**src/rtl/jtcontra_dwnld_if.sv**
```systemverilog
// Download bus bundle: ioctl byte stream in, SDRAM/PROM programming writes out.
// The dwnld_sum member exists only when JTCONTRA_DWNLD_SUM_EN is defined.
interface jtcontra_dwnld_if;
  logic        downloading;
  logic [24:0] ioctl_addr;
  logic [7:0]  ioctl_data;
  logic        ioctl_wr;
  logic        sdram_ack;
  logic [21:0] prog_addr;
  logic [15:0] prog_data;
  logic [1:0]  prog_mask;
  logic [1:0]  prog_ba;
  logic        prog_we;
  logic        prom_we;
  logic        dwnld_busy;
  logic        overrun;
`ifdef JTCONTRA_DWNLD_SUM_EN
  logic [15:0] dwnld_sum;
`endif

  modport master (
`ifdef JTCONTRA_DWNLD_SUM_EN
    input  dwnld_sum,
`endif
    output downloading, ioctl_addr, ioctl_data, ioctl_wr, sdram_ack,
    input  prog_addr, prog_data, prog_mask, prog_ba, prog_we, prom_we,
           dwnld_busy, overrun
  );

  modport slave (
`ifdef JTCONTRA_DWNLD_SUM_EN
    output dwnld_sum,
`endif
    input  downloading, ioctl_addr, ioctl_data, ioctl_wr, sdram_ack,
    output prog_addr, prog_data, prog_mask, prog_ba, prog_we, prom_we,
           dwnld_busy, overrun
  );
endinterface

```
**src/rtl/jtcontra_dwnld.sv**
```systemverilog
// Routes ioctl download bytes to SDRAM banks or colour PROMs, one-deep pending buffer.
// Optional: JTCONTRA_DWNLD_SUM_EN adds a 16-bit running sum of accepted bytes.
module jtcontra_dwnld (
  input logic             clk,
  input logic             rst,
  jtcontra_dwnld_if.slave bus
);
  localparam logic [24:0] SND_START  = 25'h01_8000;
  localparam logic [24:0] GFX1_START = 25'h02_0000;
  localparam logic [24:0] GFX2_START = 25'h0A_0000;
  localparam logic [24:0] PCM_START  = 25'h12_0000;
  localparam logic [24:0] PROM_START = 25'h12_8000;
  localparam logic [24:0] PROM_END   = 25'h12_8400;
  localparam logic [21:0] PCM_OFFSET = 22'h4000;

  typedef enum logic {IDLE = 1'b0, BUSY = 1'b1} state_t;

  typedef struct packed {
    logic        prom;
    logic [21:0] addr;
    logic [7:0]  data;
    logic [1:0]  mask;
    logic [1:0]  ba;
  } entry_t;

  state_t      state_q, state_d;
  entry_t      pend_q, pend_d, new_s, src_s;
  logic        pend_valid_q, pend_valid_d;
  logic [21:0] addr_q, addr_d;
  logic [7:0]  data_q, data_d;
  logic [1:0]  mask_q, mask_d, ba_q, ba_d;
  logic        prog_we_q, prog_we_d, prom_we_q, prom_we_d;
  logic        overrun_q, overrun_d, dl_q;
  logic [24:0] base_s, rel_s;
  logic        pcm_s, new_valid_s, free_s, src_valid_s, drop_s, dl_rise_s;

  assign dl_rise_s   = bus.downloading & ~dl_q;
  // A write slot opens when idle or when the presented write is acknowledged.
  assign free_s      = (state_q == IDLE) || bus.sdram_ack;
  assign src_s       = pend_valid_q ? pend_q : new_s;
  assign src_valid_s = free_s && (pend_valid_q || new_valid_s);

  always_comb begin
    base_s      = 25'd0;
    pcm_s       = 1'b0;
    new_s       = '0;
    new_valid_s = bus.ioctl_wr & bus.downloading;
    new_s.data  = bus.ioctl_data;
    new_s.mask  = bus.ioctl_addr[0] ? 2'b01 : 2'b10;
    if (bus.ioctl_addr < SND_START) begin
      base_s = 25'd0;      new_s.ba = 2'd0;
    end else if (bus.ioctl_addr < GFX1_START) begin
      base_s = SND_START;  new_s.ba = 2'd1;
    end else if (bus.ioctl_addr < GFX2_START) begin
      base_s = GFX1_START; new_s.ba = 2'd2;
    end else if (bus.ioctl_addr < PCM_START) begin
      base_s = GFX2_START; new_s.ba = 2'd3;
    end else if (bus.ioctl_addr < PROM_START) begin
      base_s = PCM_START;  new_s.ba = 2'd1; pcm_s = 1'b1;
    end else if (bus.ioctl_addr < PROM_END) begin
      base_s = PROM_START; new_s.ba = 2'd0; new_s.prom = 1'b1;
    end else begin
      base_s = PROM_END;   new_valid_s = 1'b0;
    end
    rel_s = bus.ioctl_addr - base_s;
    if (new_s.prom) begin
      new_s.addr = {12'd0, rel_s[9:0]};
    end else if (pcm_s) begin
      new_s.addr = 22'(rel_s >> 1) + PCM_OFFSET;
    end else begin
      new_s.addr = 22'(rel_s >> 1);
    end
  end

  always_ff @(posedge clk or posedge rst) begin
    if (rst) state_q <= IDLE;
    else     state_q <= state_d;
  end

  always_comb begin
    state_d = state_q;
    case (state_q)
      IDLE: state_d = (src_valid_s && !src_s.prom) ? BUSY : IDLE;
      BUSY: begin
        if (bus.sdram_ack) state_d = (src_valid_s && !src_s.prom) ? BUSY : IDLE;
        else               state_d = BUSY;
      end
      default: state_d = IDLE;
    endcase
  end

  always_comb begin
    addr_d       = addr_q;
    data_d       = data_q;
    mask_d       = mask_q;
    ba_d         = ba_q;
    pend_d       = pend_q;
    pend_valid_d = pend_valid_q;
    drop_s       = 1'b0;
    prog_we_d    = (state_d == BUSY);
    if (src_valid_s) begin
      addr_d    = src_s.addr;
      data_d    = src_s.data;
      mask_d    = src_s.mask;
      ba_d      = src_s.ba;
      prom_we_d = src_s.prom;
    end else begin
      prom_we_d = 1'b0;
    end
    // Pending refills from the incoming byte only when its old content moved out.
    if (free_s) begin
      if (pend_valid_q) begin
        pend_valid_d = new_valid_s;
        pend_d       = new_s;
      end else begin
        pend_valid_d = 1'b0;
      end
    end else if (new_valid_s) begin
      if (pend_valid_q) begin
        drop_s = 1'b1;
      end else begin
        pend_valid_d = 1'b1;
        pend_d       = new_s;
      end
    end else begin
      pend_valid_d = pend_valid_q;
    end
    overrun_d = (dl_rise_s ? 1'b0 : overrun_q) | drop_s;
  end

  always_ff @(posedge clk or posedge rst) begin
    if (rst) begin
      addr_q <= 22'd0; data_q <= 8'd0; mask_q <= 2'd0; ba_q <= 2'd0;
      pend_q <= '0;    pend_valid_q <= 1'b0;
      prog_we_q <= 1'b0; prom_we_q <= 1'b0; overrun_q <= 1'b0; dl_q <= 1'b0;
    end else begin
      addr_q <= addr_d; data_q <= data_d; mask_q <= mask_d; ba_q <= ba_d;
      pend_q <= pend_d; pend_valid_q <= pend_valid_d;
      prog_we_q <= prog_we_d; prom_we_q <= prom_we_d; overrun_q <= overrun_d;
      dl_q <= bus.downloading;
    end
  end

`ifdef JTCONTRA_DWNLD_SUM_EN
  logic [15:0] sum_q, sum_d;

  always_comb begin
    sum_d = (dl_rise_s ? 16'd0 : sum_q)
          + ((new_valid_s && !drop_s) ? {8'd0, bus.ioctl_data} : 16'd0);
  end

  always_ff @(posedge clk or posedge rst) begin
    if (rst) sum_q <= 16'd0;
    else     sum_q <= sum_d;
  end

  assign bus.dwnld_sum = sum_q;
`endif

  assign bus.prog_addr  = addr_q;
  assign bus.prog_data  = {data_q, data_q};
  assign bus.prog_mask  = mask_q;
  assign bus.prog_ba    = ba_q;
  assign bus.prog_we    = prog_we_q;
  assign bus.prom_we    = prom_we_q;
  assign bus.overrun    = overrun_q;
  assign bus.dwnld_busy = bus.downloading | prog_we_q | pend_valid_q | prom_we_q;
endmodule

```
**src/flat_wrapper.sv**
```systemverilog
// flat-port wrapper written by rule: the top's interface ports become plain ports
module jtcontra_dwnld_flat 
  (clk, rst, bus_downloading, bus_ioctl_addr, bus_ioctl_data, bus_ioctl_wr, bus_sdram_ack, bus_prog_addr, bus_prog_data, bus_prog_mask, bus_prog_ba, bus_prog_we, bus_prom_we, bus_dwnld_busy, bus_overrun);
  jtcontra_dwnld_if bus_i ();
  input logic clk;
  input logic rst;
  input wire logic [$bits(bus_i.downloading)-1:0] bus_downloading;
  input wire logic [$bits(bus_i.ioctl_addr)-1:0] bus_ioctl_addr;
  input wire logic [$bits(bus_i.ioctl_data)-1:0] bus_ioctl_data;
  input wire logic [$bits(bus_i.ioctl_wr)-1:0] bus_ioctl_wr;
  input wire logic [$bits(bus_i.sdram_ack)-1:0] bus_sdram_ack;
  output wire logic [$bits(bus_i.prog_addr)-1:0] bus_prog_addr;
  output wire logic [$bits(bus_i.prog_data)-1:0] bus_prog_data;
  output wire logic [$bits(bus_i.prog_mask)-1:0] bus_prog_mask;
  output wire logic [$bits(bus_i.prog_ba)-1:0] bus_prog_ba;
  output wire logic [$bits(bus_i.prog_we)-1:0] bus_prog_we;
  output wire logic [$bits(bus_i.prom_we)-1:0] bus_prom_we;
  output wire logic [$bits(bus_i.dwnld_busy)-1:0] bus_dwnld_busy;
  output wire logic [$bits(bus_i.overrun)-1:0] bus_overrun;
  assign bus_i.downloading = bus_downloading;
  assign bus_i.ioctl_addr = bus_ioctl_addr;
  assign bus_i.ioctl_data = bus_ioctl_data;
  assign bus_i.ioctl_wr = bus_ioctl_wr;
  assign bus_i.sdram_ack = bus_sdram_ack;
  assign bus_prog_addr = bus_i.prog_addr;
  assign bus_prog_data = bus_i.prog_data;
  assign bus_prog_mask = bus_i.prog_mask;
  assign bus_prog_ba = bus_i.prog_ba;
  assign bus_prog_we = bus_i.prog_we;
  assign bus_prom_we = bus_i.prom_we;
  assign bus_dwnld_busy = bus_i.dwnld_busy;
  assign bus_overrun = bus_i.overrun;
  jtcontra_dwnld u_core (.clk(clk), .rst(rst), .bus(bus_i));
endmodule
```
**config.mk**
```make
export PLATFORM = sky130hd
export DESIGN_NAME = jtcontra_dwnld_flat
export DESIGN_NICKNAME = d
export VERILOG_FILES = /design/src/rtl/jtcontra_dwnld_if.sv /design/src/rtl/jtcontra_dwnld.sv /design/src/flat_wrapper.sv
export SDC_FILE = /design/constraint.sdc
export NUM_CORES = 1
export LEC_CHECK = 0
export ABC_AREA = 1
export BUFFER_PORTS_ARGS = -buffer_cell sky130_fd_sc_hd__clkbuf_2
export CAP_MARGIN = 40
export CORE_ASPECT_RATIO = 1.25
export CORE_MARGIN = 5
export CORE_UTILIZATION = 35
export CTS_BUF_LIST = sky130_fd_sc_hd__clkbuf_2
export DETAILED_ROUTE_END_ITERATION = 10
export GPL_TIMING_DRIVEN = 0
export SLEW_MARGIN = 30
export SYNTH_ARGS = -nofsm -noshare
export SYNTH_HDL_FRONTEND = slang
export SYNTH_SLANG_ARGS = --single-unit
```
**constraint.sdc**
```tcl
create_clock -name clk -period 2.54 [get_ports clk]
set_clock_uncertainty 0.1 [all_clocks]
set_input_delay 0.127 -clock clk [delete_from_list [all_inputs] [get_ports clk]]
set_output_delay 0.127 -clock clk [all_outputs]
set_load 0.05 [all_outputs]
```
Word-level counts from Yosys, hierarchy flattened
Cells that the tools add are included.
{"block": "totals", "ff_bits": 74, "latchBits": 0, "mem_bits_rw": 0, "mem_bits_ro": 0, "elab_cells": 84, "n_memories": 0}
{"block": "classes", "addsub": 2, "mul": 0, "div": 0, "n_lt_le_gt_ge": 6, "eq_ne": 1, "shifts": 0, "muxes": 46, "n_bitwise": 8, "reduce_logical": 7}
{"cell": "35-bit 2-to-1 mux", "n": 4}
{"cell": "23-bit 2-to-1 mux", "n": 4}
{"cell": "25-bit by 21-bit less-than comparator with 1-bit output (second input constant)", "n": 3}
{"cell": "22-bit 2-to-1 mux", "n": 2}
{"cell": "1-bit 2-to-1 mux", "n": 28}
{"cell": "25-bit by 17-bit less-than comparator with 1-bit output (second input constant)", "n": 1}
{"cell": "25-bit by 18-bit less-than comparator with 1-bit output (second input constant)", "n": 1}
{"cell": "25-bit by 20-bit less-than comparator with 1-bit output (second input constant)", "n": 1}
{"cell": "23-bit subtractor", "n": 1}
{"cell": "22-bit by 15-bit adder with 22-bit output (second input constant)", "n": 1}
{"cell": "16-bit 2-to-1 mux", "n": 1}
{"cell": "11-bit 2-to-1 mux", "n": 1}
{"cell": "2-bit 2-to-1 mux", "n": 5}
{"cell": "1-bit OR", "n": 4}
{"cell": "1-bit AND", "n": 2}
{"cell": "1-bit logical AND", "n": 2}
{"cell": "1-bit logical OR", "n": 2}
{"cell": "2-bit by 1-bit inequality test with 1-bit output (second input constant)", "n": 1}
{"cell": "1-bit inverter", "n": 2}
{"cell": "1-bit case mux with 2 select lines", "n": 1}
{"cell": "2-bit AND reduction", "n": 1}
{"cell": "2-bit nonzero test", "n": 1}
{"cell": "1-bit zero test", "n": 1}

Longest topological paths before layout
Gate-level depths: netlist of run 1.
{"block": "logic_depth", "depth_word": 17, "mapped_depth": 24, "mapped_depth_nobuf": 24}

Worst setup path before layout of run 1
No wires, ideal clock.
{"block": "synth_timing", "path_kind": "input-to-reg", "start": "in bus_ioctl_addr[22]", "end": "reg u_core.pend_q[30] (netlist bit)", "arrival_time_ps": 2385, "t_required_ps": 2319, "slack_ps": -66, "stages": 23, "path_buffers": 0, "path_cell_list": "nor2_1 nand2_1 nor2_4 nand2_1 nand2_1 inv_1 ha_1 ha_1 nand2_1 nand2_1 nand2_1 nand2_1 nand2_1 ha_1 inv_1 nor2_1 nand3_1 nor2_1 nor2_1 o21ai_0 nand2_1 nand3_1 a21oi_1"}
{"block": "synth_between", "elab_chain_cells": 14, "word_cells_on_any_way": 39, "cone_classes": "add/sub (2); order compare (6); mux (29); reduce/logical (2)"}
{"item": "start: declaration", "line_no": "flat_wrapper.sv:8", "rtl": "input wire logic [$bits(bus_i.ioctl_addr)-1:0] bus_ioctl_addr;"}
{"item": "25-bit by 21-bit less-than comparator with 1-bit output", "line_no": "jtcontra_dwnld.sv:60", "rtl": "end else if (bus.ioctl_addr < PROM_END) begin"}
{"item": "11-bit 2-to-1 mux", "line_no": "jtcontra_dwnld.sv:60"}
{"item": "16-bit 2-to-1 mux", "line_no": "jtcontra_dwnld.sv:58", "rtl": "end else if (bus.ioctl_addr < PROM_START) begin"}
{"item": "23-bit 2-to-1 mux", "line_no": "jtcontra_dwnld.sv:56", "rtl": "end else if (bus.ioctl_addr < PCM_START) begin"}
{"item": "23-bit 2-to-1 mux", "line_no": "jtcontra_dwnld.sv:54", "rtl": "end else if (bus.ioctl_addr < GFX2_START) begin"}
{"item": "23-bit 2-to-1 mux", "line_no": "jtcontra_dwnld.sv:52", "rtl": "end else if (bus.ioctl_addr < GFX1_START) begin"}
{"item": "23-bit 2-to-1 mux", "line_no": "jtcontra_dwnld.sv:50", "rtl": "if (bus.ioctl_addr < SND_START) begin"}
{"item": "23-bit subtractor", "line_no": "jtcontra_dwnld.sv:65", "rtl": "rel_s = bus.ioctl_addr - base_s;"}
{"item": "22-bit by 15-bit adder with 22-bit output", "line_no": "jtcontra_dwnld.sv:69", "rtl": "new_s.addr = 22'(rel_s >> 1) + PCM_OFFSET;"}
{"item": "22-bit 2-to-1 mux", "line_no": "jtcontra_dwnld.sv:68", "rtl": "end else if (pcm_s) begin"}
{"item": "22-bit 2-to-1 mux", "line_no": "jtcontra_dwnld.sv:66", "rtl": "if (new_s.prom) begin"}
{"item": "35-bit 2-to-1 mux"}
{"item": "35-bit 2-to-1 mux", "line_no": "jtcontra_dwnld.sv:118", "rtl": "end else if (new_valid_s) begin"}
{"item": "35-bit 2-to-1 mux", "line_no": "jtcontra_dwnld.sv:111", "rtl": "if (free_s) begin"}
{"item": "end signal: assignment", "line_no": "jtcontra_dwnld.sv:138", "rtl": "pend_q <= pend_d; pend_valid_q <= pend_valid_d;"}
{"item": "end: declaration", "line_no": "jtcontra_dwnld.sv:27", "rtl": "entry_t pend_q, pend_d, new_s, src_s;"}
Parallel ways exist; a longest one is shown, timed or not. The select of a mux whose other input is x is not followed.
A chain may end at the register's enable or synchronous reset.

Worst setup path after layout of run 1
{"block": "layout_timing", "start": "in bus_ioctl_addr[21]", "end": "reg u_core.pend_q[32] (netlist bit)"}
Same word-level chain as after synthesis.

==> results of run 1 <==
==> power breakdown <==
part           internal [W]  leakage [nW]  switching [W]
clock network      0.000323        0.0779       0.000447
logic              0.000338          2.02       0.000846
registers           0.00131         0.975      0.0000766
==> logic make-up after synthesis <==
kind of cell               after synthesis
adders and majority gates                8
AOI/OAI and AO/OA                      100
DFF                                     74
buffers and inverters                   91
xor gates and xnor gates                 3
and+or+nand+nor                        389
==> state kept, by name, summed over array words and instances, names as in the netlist <==
register / count
u_core.bus.overrun: 1
u_core.bus.prog_addr: 22
u_core.bus.prog_ba: 2
u_core.bus.prog_mask: 2
u_core.bus.prom_we: 1
u_core.data_q: 8
u_core.dl_q: 1
u_core.pend_q: 35
u_core.pend_valid_q: 1
u_core.state_q: 1
==> synthesized netlist by cell type <==
cell type / count / area [um^2]
nand2_1: 229 / 859.6
nor2_1: 89 / 334.1
dfrtp_1: 74 / 1852
inv_1: 48 / 180.2
a31oi_1: 46 / 287.8
nand3_1: 42 / 210.2
o21ai_0: 19 / 95.09
a21oi_1: 15 / 75.07
buf_4: 14 / 105.1
nand2_2: 13 / 81.33
buf_2: 10 / 50.05
o21ai_1: 10 / 50.05
clkbuf_1: 9 / 33.78
ha_1: 8 / 100.1
nand4_1: 4 / 25.02
o211ai_1: 4 / 30.03
or2_2: 4 / 25.02
buf_6: 3 / 33.78
inv_2: 3 / 11.26
nor2_2: 3 / 18.77
o21a_1: 3 / 22.52
xor2_1: 3 / 26.28
nor2_4: 2 / 22.52
a21o_1: 1 / 7.510
buf_1: 1 / 3.750
buf_8: 1 / 15.01
clkinv_1: 1 / 3.750
inv_6: 1 / 8.760
nand3_2: 1 / 10.01
nand3b_1: 1 / 7.510
o21ai_4: 1 / 16.27
o21bai_1: 1 / 7.510
or2_1: 1 / 6.260
==> per-stage QoR <==
step	util	power [W]	TNS [ns]	worst slack, ns	cell area (um^2)
2_1_floorplan	-	0.002261	0	0.02485	4626
3_3_place_gp	0.4007	0.002530	-51.48	-0.6579	5255
3_5_place_dp	0.4024	0.002543	-6.008	-0.6446	5278
4_1_cts	0.4390	0.003348	0	0.02396	5757
5_1_grt	0.4468	0.003516	-0.2149	-0.1248	5859
6_report	0.4468	0.003337	0	0.1670	5859
==> critical path: stages <==
cell and delay [ns]:
clkbuf_2 0.10, nor2_1 0.11, nand2_2 0.10, nor2_4 0.17, nand2_2 0.10, nand2_2 0.11
inv_1 0.05, ha_1 0.22, ha_2 0.20, nand2_2 0.09, nand2_1 0.09, nand2_1 0.10
nand2_1 0.07, nand2_2 0.09, ha_1 0.15, inv_1 0.05, nor2_1 0.11, nand2_1 0.09
nor2_2 0.12, nand2_1 0.06, nand2_1 0.07, nand3_1 0.07, nand2_1 0.08, nand3_1 0.08
a21oi_2 0.14
==> area by class of cell <==
class	instances	share of cell area
Multi-Input combinational cell	500	0.4081
Sequential cell	74	0.3160
Timing Repair Buffer	123	0.1388
Buffer	38	0.04121
Tap cell	171	0.03652
Inverter	53	0.03523
Clock inverter	7	0.01602
Clock buffer	9	0.007687
Antenna cell	1	0.0004271
==> path summary, 6_finish.rpt <==
path | startpoint | to
max | bus_ioctl_addr[21] | u_core.pend_q[32]$_DFFE_PP0P_
min | bus_ioctl_addr[10] | u_core.pend_q[21]$_DFFE_PP0P_
max reg2reg | u_core.state_q$_DFF_PP0_ | u_core.pend_q[5]$_DFFE_PP0P_
min reg2reg | u_core.bus.prog_ba[0]$_DFFE_PP0P_ | u_core.bus.prog_ba[0]$_DFFE_PP0P_
max in group asynchronous | rst | u_core.pend_q[23]$_DFFE_PP0P_
min in group asynchronous | rst | u_core.bus.prog_addr[7]$_DFFE_PP0P_
==> timing repair <==
item | 4_1_cts | 5_1_grt
setup buffers | 0 | 4
hold buffers | 34 | 0
pin swaps | 0 | 4
setup endpoints to repair | 1 | 11
endpoints found under the hold margin | 125 | 0
resized for setup | 1 | 20
==> metal layers <==
| metal | vias to the layer above | wire length [um] |
|---|---|---|
| met3 | 23 | 722 |
| met2 | 131 | 6842 |
| met4 | 0 | 276 |
| met5 | - | 0 |
| li1 | 2411 | - |
| met1 | 2219 | 5763 |
==> flow_metrics.env, run 1 <==
export IMPL_period_minus_slack_ns=2.373
export IMPL_io_pins=84
export IMPL_vias=4784
export IMPL_clkTransAtPathRegs_ns=0.22
export IMPL_gp_congestion=0.8021
export IMPL_post_drt_wl_per_cell_um=13.94
export IMPL_path_class="in -> reg"
export IMPL_start_util=0.3520
export IMPL_grt_pass1_wl_um=22310
export IMPL_grt_pass1_vias=4613
export IMPL_status="completed"
export IMPL_rsz0062_at_grt="true"
export IMPL_synthesis_instances=665
export IMPL_yosys_area_share_simple=0.3467
export IMPL_layout_drive_gt1_share=0.2251
export IMPL_ys_types=33
export IMPL_synth_top_family_by_area="simple AND/OR/NAND/NOR gates"
export IMPL_insertion_delay_ns=0.54
export IMPL_layout_common_cells="nand2_1 (224), clkbuf_2 (92), nor2_1 (82)"
export IMPL_rrSetupSlack_ns=0.29
export IMPL_max_freq_mhz=421.4
export IMPL_cts_tree="done"
export IMPL_drv_slew=0
export IMPL_syn_area_um2=4616
export IMPL_vdd_drop_max_uv=394.8
export IMPL_gr_total_overflow=0
export IMPL_synth_mux_area_frac=0
export IMPL_synth_seq_area_share=0.4012
export IMPL_cts_root_buffer="clkbuf_2"
export IMPL_dr_first_iter_drc_count=226
export IMPL_post_dp_hpwl_um=9995
export IMPL_fin_hold_ws_ns=0.05972
export IMPL_min_period_over_period=0.9342
export IMPL_synth_avg_cell_area_um2=6.941
export IMPL_ys_warnings_count=0
export IMPL_busiest_layer="met2"
export IMPL_num_rows=47
export IMPL_layout_commonest_cell="nand2_1"
export IMPL_critPathLaunchType="input port"
export IMPL_hold_violations=0
export IMPL_tightest_slew_ns=0.5960
export IMPL_place_inst=920
export IMPL_final_antenna_net_count=0
export IMPL_fp_dieW_um=112.7
export IMPL_n_fill_cell=1384
export IMPL_first_pass_iters=6
export IMPL_drt_total_wl_um=13610
export IMPL_met2_usage=0.3146
export IMPL_via_per_inst=4.902
export IMPL_cp_max_fo=4
export IMPL_worstHoldPathCells=6
export IMPL_synth_compound_area_frac=0.1282
export IMPL_total_leakage_power_nw=3.071
export IMPL_portBuffers=83
export IMPL_arrival_ns=2.77
export IMPL_cap_violations=0
export IMPL_hold_class="in -> reg"
export IMPL_grtUsageMet3=0.02404
export IMPL_reg2reg_depth=8
export IMPL_die_height_um=138.4
export IMPL_core_um2=13110
export IMPL_fin_nets=845
export IMPL_p_per_area_nw_per_um2=569.5
export IMPL_syn_num_nets=711
export IMPL_required_ns=2.93
export IMPL_ys_ff_latch=74
export IMPL_multiInputGateArea_um2=2391
export IMPL_slew_headroom=0.6027
export IMPL_cts_buffers=9
export IMPL_synth_fa_ha_area_frac=0.02169
export IMPL_seq_area_um2=1852
export IMPL_drc_errors=0
export IMPL_cts_max_level=3
export IMPL_track_usage=0.1744
export IMPL_area_delta_synth_final_pct=26.94
export IMPL_grt_antenna_before_repair=1
export IMPL_synth_xor_area_frac=0.005693
export IMPL_crit_path_end_kind="register"
export IMPL_setup_viol=0
export IMPL_clkSinkCount=74
export IMPL_cts_buffer_depth=2
export IMPL_gr_usage_met1=0.2114
export IMPL_dieArea_um2=15600
export IMPL_grt_max_degree=42
export IMPL_instances_no_fill=976
Power figures use the tool's default switching activity.
==> inputs of run 2 (changes only) <==
--- a/config.mk
+++ b/config.mk
@@ -5,15 +5,16 @@
 export SDC_FILE = /design/constraint.sdc
 export NUM_CORES = 1
 export LEC_CHECK = 0
-export ABC_AREA = 1
+export ABC_AREA = 0
 export BUFFER_PORTS_ARGS = -buffer_cell sky130_fd_sc_hd__clkbuf_2
 export CAP_MARGIN = 40
 export CORE_ASPECT_RATIO = 1.25
 export CORE_MARGIN = 5
-export CORE_UTILIZATION = 35
+export CORE_UTILIZATION = 50
 export CTS_BUF_LIST = sky130_fd_sc_hd__clkbuf_2
 export DETAILED_ROUTE_END_ITERATION = 10
 export GPL_TIMING_DRIVEN = 0
+export PLACE_DENSITY = 0.74
 export SLEW_MARGIN = 30
 export SYNTH_ARGS = -nofsm -noshare
 export SYNTH_HDL_FRONTEND = slang
==> flow_metrics.env, run 2 <==
export IMPL_status="finished, violations left"
export IMPL_violations="negative hold slack, negative setup slack"
export IMPL_synth_xor_area_frac=0.03530
export IMPL_max_stage_delay_ns=0.42
export IMPL_setup_viol=12
export IMPL_synth_top_family_by_area="simple AND/OR/NAND/NOR gates"
export IMPL_path_class="in -> reg"
export IMPL_setup_tns_ns=-1.715
export IMPL_cts_buffers=9
export IMPL_yosysMostFrequentCell="nand2_1"
export IMPL_cap_violations=0
export IMPL_hold_class="in -> reg"
export IMPL_period_minus_slack_ns=2.849
export IMPL_drv_slew=0
export IMPL_cp_slowest_cell="or4_4"
export IMPL_path_cells="clkbuf_16, or3_4, or4_4, a21o_1, ha_4, ha_4, or4b_4, a21oi_4, xnor2_2, ha_2, nand4_1, or3_1, mux2_4, o21ai_2"
export IMPL_rsz0062_at_grt="true"
export IMPL_max_freq_mhz=351.1
export IMPL_swShare=0.3661
export IMPL_synthesis_instances=430
export IMPL_grt_pass1_vias=3734
export IMPL_synth_top_cells_by_area="dfrtp_1 (47%), nand2_1 (7.5%), mux2i_1 (5.0%)"
export IMPL_hold_violations=2
export IMPL_vias=3680
export IMPL_gp_congestion=0.8738
export IMPL_p_comb_frac=0.316
export IMPL_synth_main_ff_cell="dfrtp_1"
export IMPL_arrival_ns=3.23
export IMPL_insertion_delay_ns=0.54
export IMPL_dpl_cell_area_um2=4664
export IMPL_drc_errors=0
export IMPL_layout_commonest_cell="clkbuf_2"
export IMPL_total_leakage_power_nw=2.601
export IMPL_synth_edf_count=0
export IMPL_clkSinkCount=74
export IMPL_die_height_um=109.6
export IMPL_required_ns=2.92
export IMPL_slew_headroom=0.5400
export IMPL_cts_root_buffer="clkbuf_2"
export IMPL_p_per_area_nw_per_um2=549.2
export IMPL_pwr_share_clk=0.240
export IMPL_fp_dieW_um=89.70
export IMPL_clkTransAtPathRegs_ns=0.19
export IMPL_dr_first_iter_drc_count=242
export IMPL_core_um2=7792
export IMPL_layout_drive_gt1_share=0.3322
export IMPL_largest_reg_flops=35
export IMPL_gr_total_overflow=0
export IMPL_area_delta_synth_final_pct=37.38
export IMPL_syn_area_um2=3970
export IMPL_tightest_slew_ns=0.6900
export IMPL_cts_max_level=3
export IMPL_setup_slack_ns=-0.3085
export IMPL_syn_num_nets=476
export IMPL_fin_nets=622
export IMPL_io_pins=84
export IMPL_pre_cts_slack_ns=-0.9493
export IMPL_worst_path_buf_inv=1
export IMPL_cts_tree="done"
export IMPL_cts_buffer_depth=2
export IMPL_power_internal_w=0.001899
export IMPL_async_reset_ff_frac=1.000
export IMPL_ys_warnings_count=0
export IMPL_layout_common_cells="clkbuf_2 (88), nand2_1 (79), dfrtp_1 (74)"
export IMPL_dieArea_um2=9833
export IMPL_synth_top_area_cell="dfrtp_1"
export IMPL_synth_avg_cell_area_um2=9.233
export IMPL_critical_path_top_delay_family="simple AND/OR/NAND/NOR gates"
export IMPL_post_drt_wl_per_cell_um=15.61
export IMPL_grt_max_degree=42
export IMPL_num_rows=36
export IMPL_yosys_area_share_simple=0.1692
export IMPL_p_sw_w=0.001097
export IMPL_yosys_top_cells_count="nand2_1 (79), dfrtp_1 (74), o21ai_0 (39)"
export IMPL_vdd_drop_max_uv=569.8
export IMPL_fin_area_um2=5454
export IMPL_post_dp_hpwl_um=7377
export IMPL_synth_fa_ha_area_frac=0.02521
export IMPL_synth_compound_area_frac=0.1689
export IMPL_min_period_over_period=1.121
export IMPL_drt_total_wl_um=10570
export IMPL_grt_pass1_wl_um=17910
export IMPL_ys_ff_latch=74
export IMPL_cp_max_fo=3
export IMPL_rrSetupSlack_ns=0.48
export IMPL_synth_seq_area_share=0.4664
export IMPL_fin_hold_ws_ns=-0.05270
export IMPL_instances_no_fill=677
export IMPL_regMostFlops="u_core.pend_q"
export IMPL_via_per_inst=5.436
export IMPL_final_antenna_net_count=0
export IMPL_ys_types=49
export IMPL_place_inst=608
export IMPL_synth_mux_area_frac=0.07595
export IMPL_grt_antenna_before_repair=1
export IMPL_crit_path_end_kind="register"
export IMPL_start_util=0.5095
export IMPL_critPathLaunchType="input port"
export IMPL_portBuffers=82
export IMPL_synth_top_cell_area_share=0.4664
export IMPL_first_pass_iters=5
export IMPL_track_usage=0.2251
export IMPL_crit_top_cell="ha_4"
export IMPL_fin_util=0.6999
export IMPL_seq_power_share=0.444
-- run 2: power groups by stage --
stage | combinational [W] | sequential (W) | clock (W)
detailed placement | 0.000850 | 0.00135 | 0
global placement | 0.000834 | 0.00135 | 0
global route | 0.00102 | 0.00134 | 0.000785
finish | 0.000947 | 0.00133 | 0.000720
floorplan | 0.000340 | 0.00164 | 0
CTS | 0.000917 | 0.00133 | 0.000734
-- run 2: final cells by class --
| cell class | count | area [um^2] |
|---|---|---|
| Tap cell | 95 | 118.9 |
| Clock buffer | 9 | 45.04 |
| Antenna cell | 1 | 2.502 |
| Buffer | 34 | 210.2 |
| Clock inverter | 7 | 83.83 |
| Sequential cell | 74 | 1852 |
| Multi-Input combinational cell | 310 | 2165 |
| Inverter | 12 | 47.55 |
| Timing Repair Buffer | 135 | 929.6 |
| Fill cell | 586 | 2338 |
-- run 2: cell families (layout without fill, tap and decap cells) --
logic type / count (synthesis) / in the layout
buf+inv: 46 / 197
mux: 29 / 29
flops: 74 / 74
simple gates: 148 / 148
compound gates: 109 / 109
xor+xnor: 16 / 16
fa+ha+maj: 8 / 8
other cells: 0 / 1
-- run 2: timing repair --
action,CTS,global route
hold endpoints to repair,127,2
gates resized for setup,15,23
buffers inserted,14,8
gates cloned,0,0
hold buffers,32,1
pin swaps,13,16
endpoints found under the setup margin,12,13
-- run 2: path summary, 6_finish.rpt --
path,cells after the start,startpoint,endpoint
min in group asynchronous,3,rst,u_core.bus.prom_we$_DFF_PP0_
worst min-delay path,4,bus_ioctl_addr[14],u_core.pend_q[25]$_DFFE_PP0P_
max in group asynchronous,4,rst,u_core.data_q[1]$_DFFE_PP0P_
worst max-delay path,14,bus_ioctl_addr[12],u_core.bus.prog_addr[20]$_DFFE_PP0P_
worst max register to register,6,u_core.state_q$_DFF_PP0_,u_core.pend_q[2]$_DFFE_PP0P_
worst min register to register,2,u_core.pend_q[10]$_DFFE_PP0P_,u_core.pend_q[10]$_DFFE_PP0P_
-- run 2: stage by stage --
stage / hold WS (ns) / total power [W]
4_1_cts: 0.001120 / 0.002980
5_1_grt: -0.03258 / 0.003148
3_5_place_dp: 0.06100 / 0.002201
3_3_place_gp: 0.2141 / 0.002180
6_report: -0.05270 / 0.002995
2_1_floorplan: 0.05843 / 0.001984
-- run 2: per-layer routing --
| metal | global-route usage | vias up | wire length, um |
|---|---|---|---|
| li1 | - | 1781 | - |
| met1 | 0.2686 | 1768 | 4436 |
| met2 | 0.3964 | 110 | 5414 |
| met3 | 0.05544 | 21 | 501 |
| met4 | 0.07991 | 0 | 218 |
| met5 | 0 | - | 0 |
-- run 2: tightest hold or removal path, cell delays in order --
cell and delay (ns):
clkbuf_2 0.11, nand2_1 0.11, a211oi_1 0.08, a21o_1 0.14
==> inputs of run 3 (changes only) <==
--- a/config.mk
+++ b/config.mk
@@ -14,8 +14,8 @@
 export CTS_BUF_LIST = sky130_fd_sc_hd__clkbuf_2
 export DETAILED_ROUTE_END_ITERATION = 10
 export GPL_TIMING_DRIVEN = 0
-export PLACE_DENSITY = 0.74
-export SLEW_MARGIN = 30
+export PLACE_DENSITY = 0.7
+export SLEW_MARGIN = 25
 export SYNTH_ARGS = -nofsm -noshare
 export SYNTH_HDL_FRONTEND = slang
 export SYNTH_SLANG_ARGS = --single-unit
==> flow_metrics.env, run 3 (synthesized netlist as in run 2, its figures left out) <==
export IMPL_gr_usage_met1=0.2620
export IMPL_place_inst=608
export IMPL_cts_tree="done"
export IMPL_insertion_delay_ns=0.53
export IMPL_die_height_um=109.6
export IMPL_num_rows=36
export IMPL_cp_max_fo=3
export IMPL_num_antenna_cells=0
export IMPL_path_class="in -> reg"
export IMPL_post_drt_wl_per_cell_um=16.17
export IMPL_multiInputGateArea_um2=2131
export IMPL_cts_max_level=3
export IMPL_gr_total_overflow=0
export IMPL_layout_drive_gt1_share=0.3225
export IMPL_power_internal_w=0.001802
export IMPL_rsz0062_at_grt="true"
export IMPL_cap_violations=0
export IMPL_total_leakage_power_nw=2.616
export IMPL_drt_total_wl_um=11010
export IMPL_required_ns=2.91
export IMPL_final_antenna_net_count=0
export IMPL_area_delta_synth_final_pct=37.50
export IMPL_io_pins=84
export IMPL_n_fill_cell=610
export IMPL_status="finished, violations left"
export IMPL_swShare=0.3808
export IMPL_fin_nets=627
export IMPL_start_util=0.5095
export IMPL_grt_pass1_vias=3825
export IMPL_tightest_slew_ns=0.6992
export IMPL_p_total_w=0.002911
export IMPL_setup_slack_ns=-0.2218
export IMPL_vias=3727
export IMPL_rrSetupSlack_ns=0.51
export IMPL_vdd_drop_max_uv=385.8
export IMPL_max_freq_mhz=362.1
export IMPL_cts_root_buffer="clkbuf_2"
export IMPL_grt_max_degree=47
export IMPL_setup_tns_ns=-1.578
export IMPL_met2_usage=0.3923
export IMPL_seq_power_share=0.456
export IMPL_dpl_cell_area_um2=4672
export IMPL_p_comb_frac=0.327
export IMPL_p_sw_w=0.001109
export IMPL_clkSinkCount=74
export IMPL_p_per_area_nw_per_um2=533.2
export IMPL_regMostFlops="u_core.pend_q"
export IMPL_grt_antenna_before_repair=0
export IMPL_cts_buffers=9
export IMPL_min_period_over_period=1.087
export IMPL_cts_buffer_depth=2
export IMPL_critPathLaunchType="input port"
export IMPL_dr_first_iter_drc_count=192
export IMPL_via_per_inst=5.473
export IMPL_instances_no_fill=681
export IMPL_first_pass_iters=6
export IMPL_busiest_layer="met2"
export IMPL_fin_area_um2=5459
export IMPL_setup_viol=13
export IMPL_dieArea_um2=9833
export IMPL_violations="negative setup slack"
export IMPL_portBuffers=82
export IMPL_crit_path_end_kind="register"
export IMPL_drc_errors=0
export IMPL_grt_pass1_wl_um=18180
export IMPL_layout_commonest_cell="clkbuf_2"
export IMPL_seq_area_um2=1852
export IMPL_period_minus_slack_ns=2.762
export IMPL_arrival_ns=3.13
export IMPL_core_um2=7792
export IMPL_drv_slew=0
export IMPL_pwr_share_clk=0.217
export IMPL_fp_dieW_um=89.70
export IMPL_grtUsageMet3=0.05339
export IMPL_post_dp_hpwl_um=7388
export IMPL_slew_headroom=0.5339
export IMPL_layout_common_cells="clkbuf_2 (87), nand2_1 (79), dfrtp_1 (74)"
export IMPL_gp_congestion=0.9128
export IMPL_clkTransAtPathRegs_ns=0.20
export IMPL_hold_class="in -> reg"
export IMPL_hold_violations=0
export IMPL_track_usage=0.2289
export IMPL_largest_reg_flops=35
[run 3: cell count changes in the layout (fill, tap and decap cells not counted), moves of 2 or more]
cell           change
dlygate4sd3_1      +3
xor2_2             -2
buf_4              +2
xor2_1             +2
clkinv_2           +2
[run 3: worst max-delay path, cell delays in order]
cell and delay, ns:
clkbuf_8 0.11, or3_4 0.40, or4_4 0.43, a21o_1 0.21, ha_4 0.19, ha_4 0.17
or4b_4 0.22, a21oi_4 0.05, xnor2_2 0.15, ha_2 0.21, nand4_1 0.14, or3_1 0.36
mux2_4 0.27, o21ai_2 0.11
[run 3: worst paths after layout]
kind,startpoint,endpoint,depth (start not counted)
hold / removal,bus_ioctl_addr[13],u_core.pend_q[25]$_DFFE_PP0P_,6
min in group asynchronous,rst,u_core.pend_q[10]$_DFFE_PP0P_,4
setup reg to reg,u_core.state_q$_DFF_PP0_,u_core.pend_q[2]$_DFFE_PP0P_,6
setup / recovery,bus_ioctl_addr[14],u_core.bus.prog_addr[20]$_DFFE_PP0P_,14
max in group asynchronous,rst,u_core.pend_q[9]$_DFFE_PP0P_,5
hold reg to reg,u_core.pend_q[8]$_DFFE_PP0P_,u_core.pend_q[8]$_DFFE_PP0P_,2
[run 3: area by class of cell]
type / count / share of cell area
plain buffers: 34 / 0.03851
clock buffers: 9 / 0.008251
clock inverters: 7 / 0.01100
inverters: 12 / 0.008710
multi-input cells: 310 / 0.3903
flip-flops and latches: 74 / 0.3392
well taps: 95 / 0.02177
repair buffers: 140 / 0.1822
[run 3: through the flow]
step	utilization	setup slack [ns]	hold WS (ns)
finish	0.7005	-0.2218	0.05644
CTS	0.6919	-0.1417	0.007879
global route	0.7005	-0.3004	0.06249
global placement	0.5957	-0.9118	0.2054
detailed placement	0.5996	-0.9682	0.04017
floorplan	-	-0.6098	0.05843
[run 3: power by group through the flow]
stage | sequential (W) | clock [W] | combinational, W
3_3_place_gp | 0.00135 | 0 | 0.000834
6_report | 0.00133 | 0.000632 | 0.000951
2_1_floorplan | 0.00164 | 0 | 0.000340
3_5_place_dp | 0.00135 | 0 | 0.000849
4_1_cts | 0.00133 | 0.000642 | 0.000931
5_1_grt | 0.00134 | 0.000688 | 0.00101
[run 3: repair_timing]
item / 4_1_cts / 5_1_grt
pin swaps: 18 / 6
resized for setup: 21 / 10
endpoints found under the hold margin: 126 / 1
setup buffers: 20 / 3
hold buffers: 34 / 1
setup endpoints to repair: 11 / 14
[run 3: layer usage]
layer  part of all wire  vias to the layer above
met2               0.51                      142
met5                  0                        -
met3              0.051                       40
li1                   -                     1791
met1               0.40                     1754
met4              0.041                        0
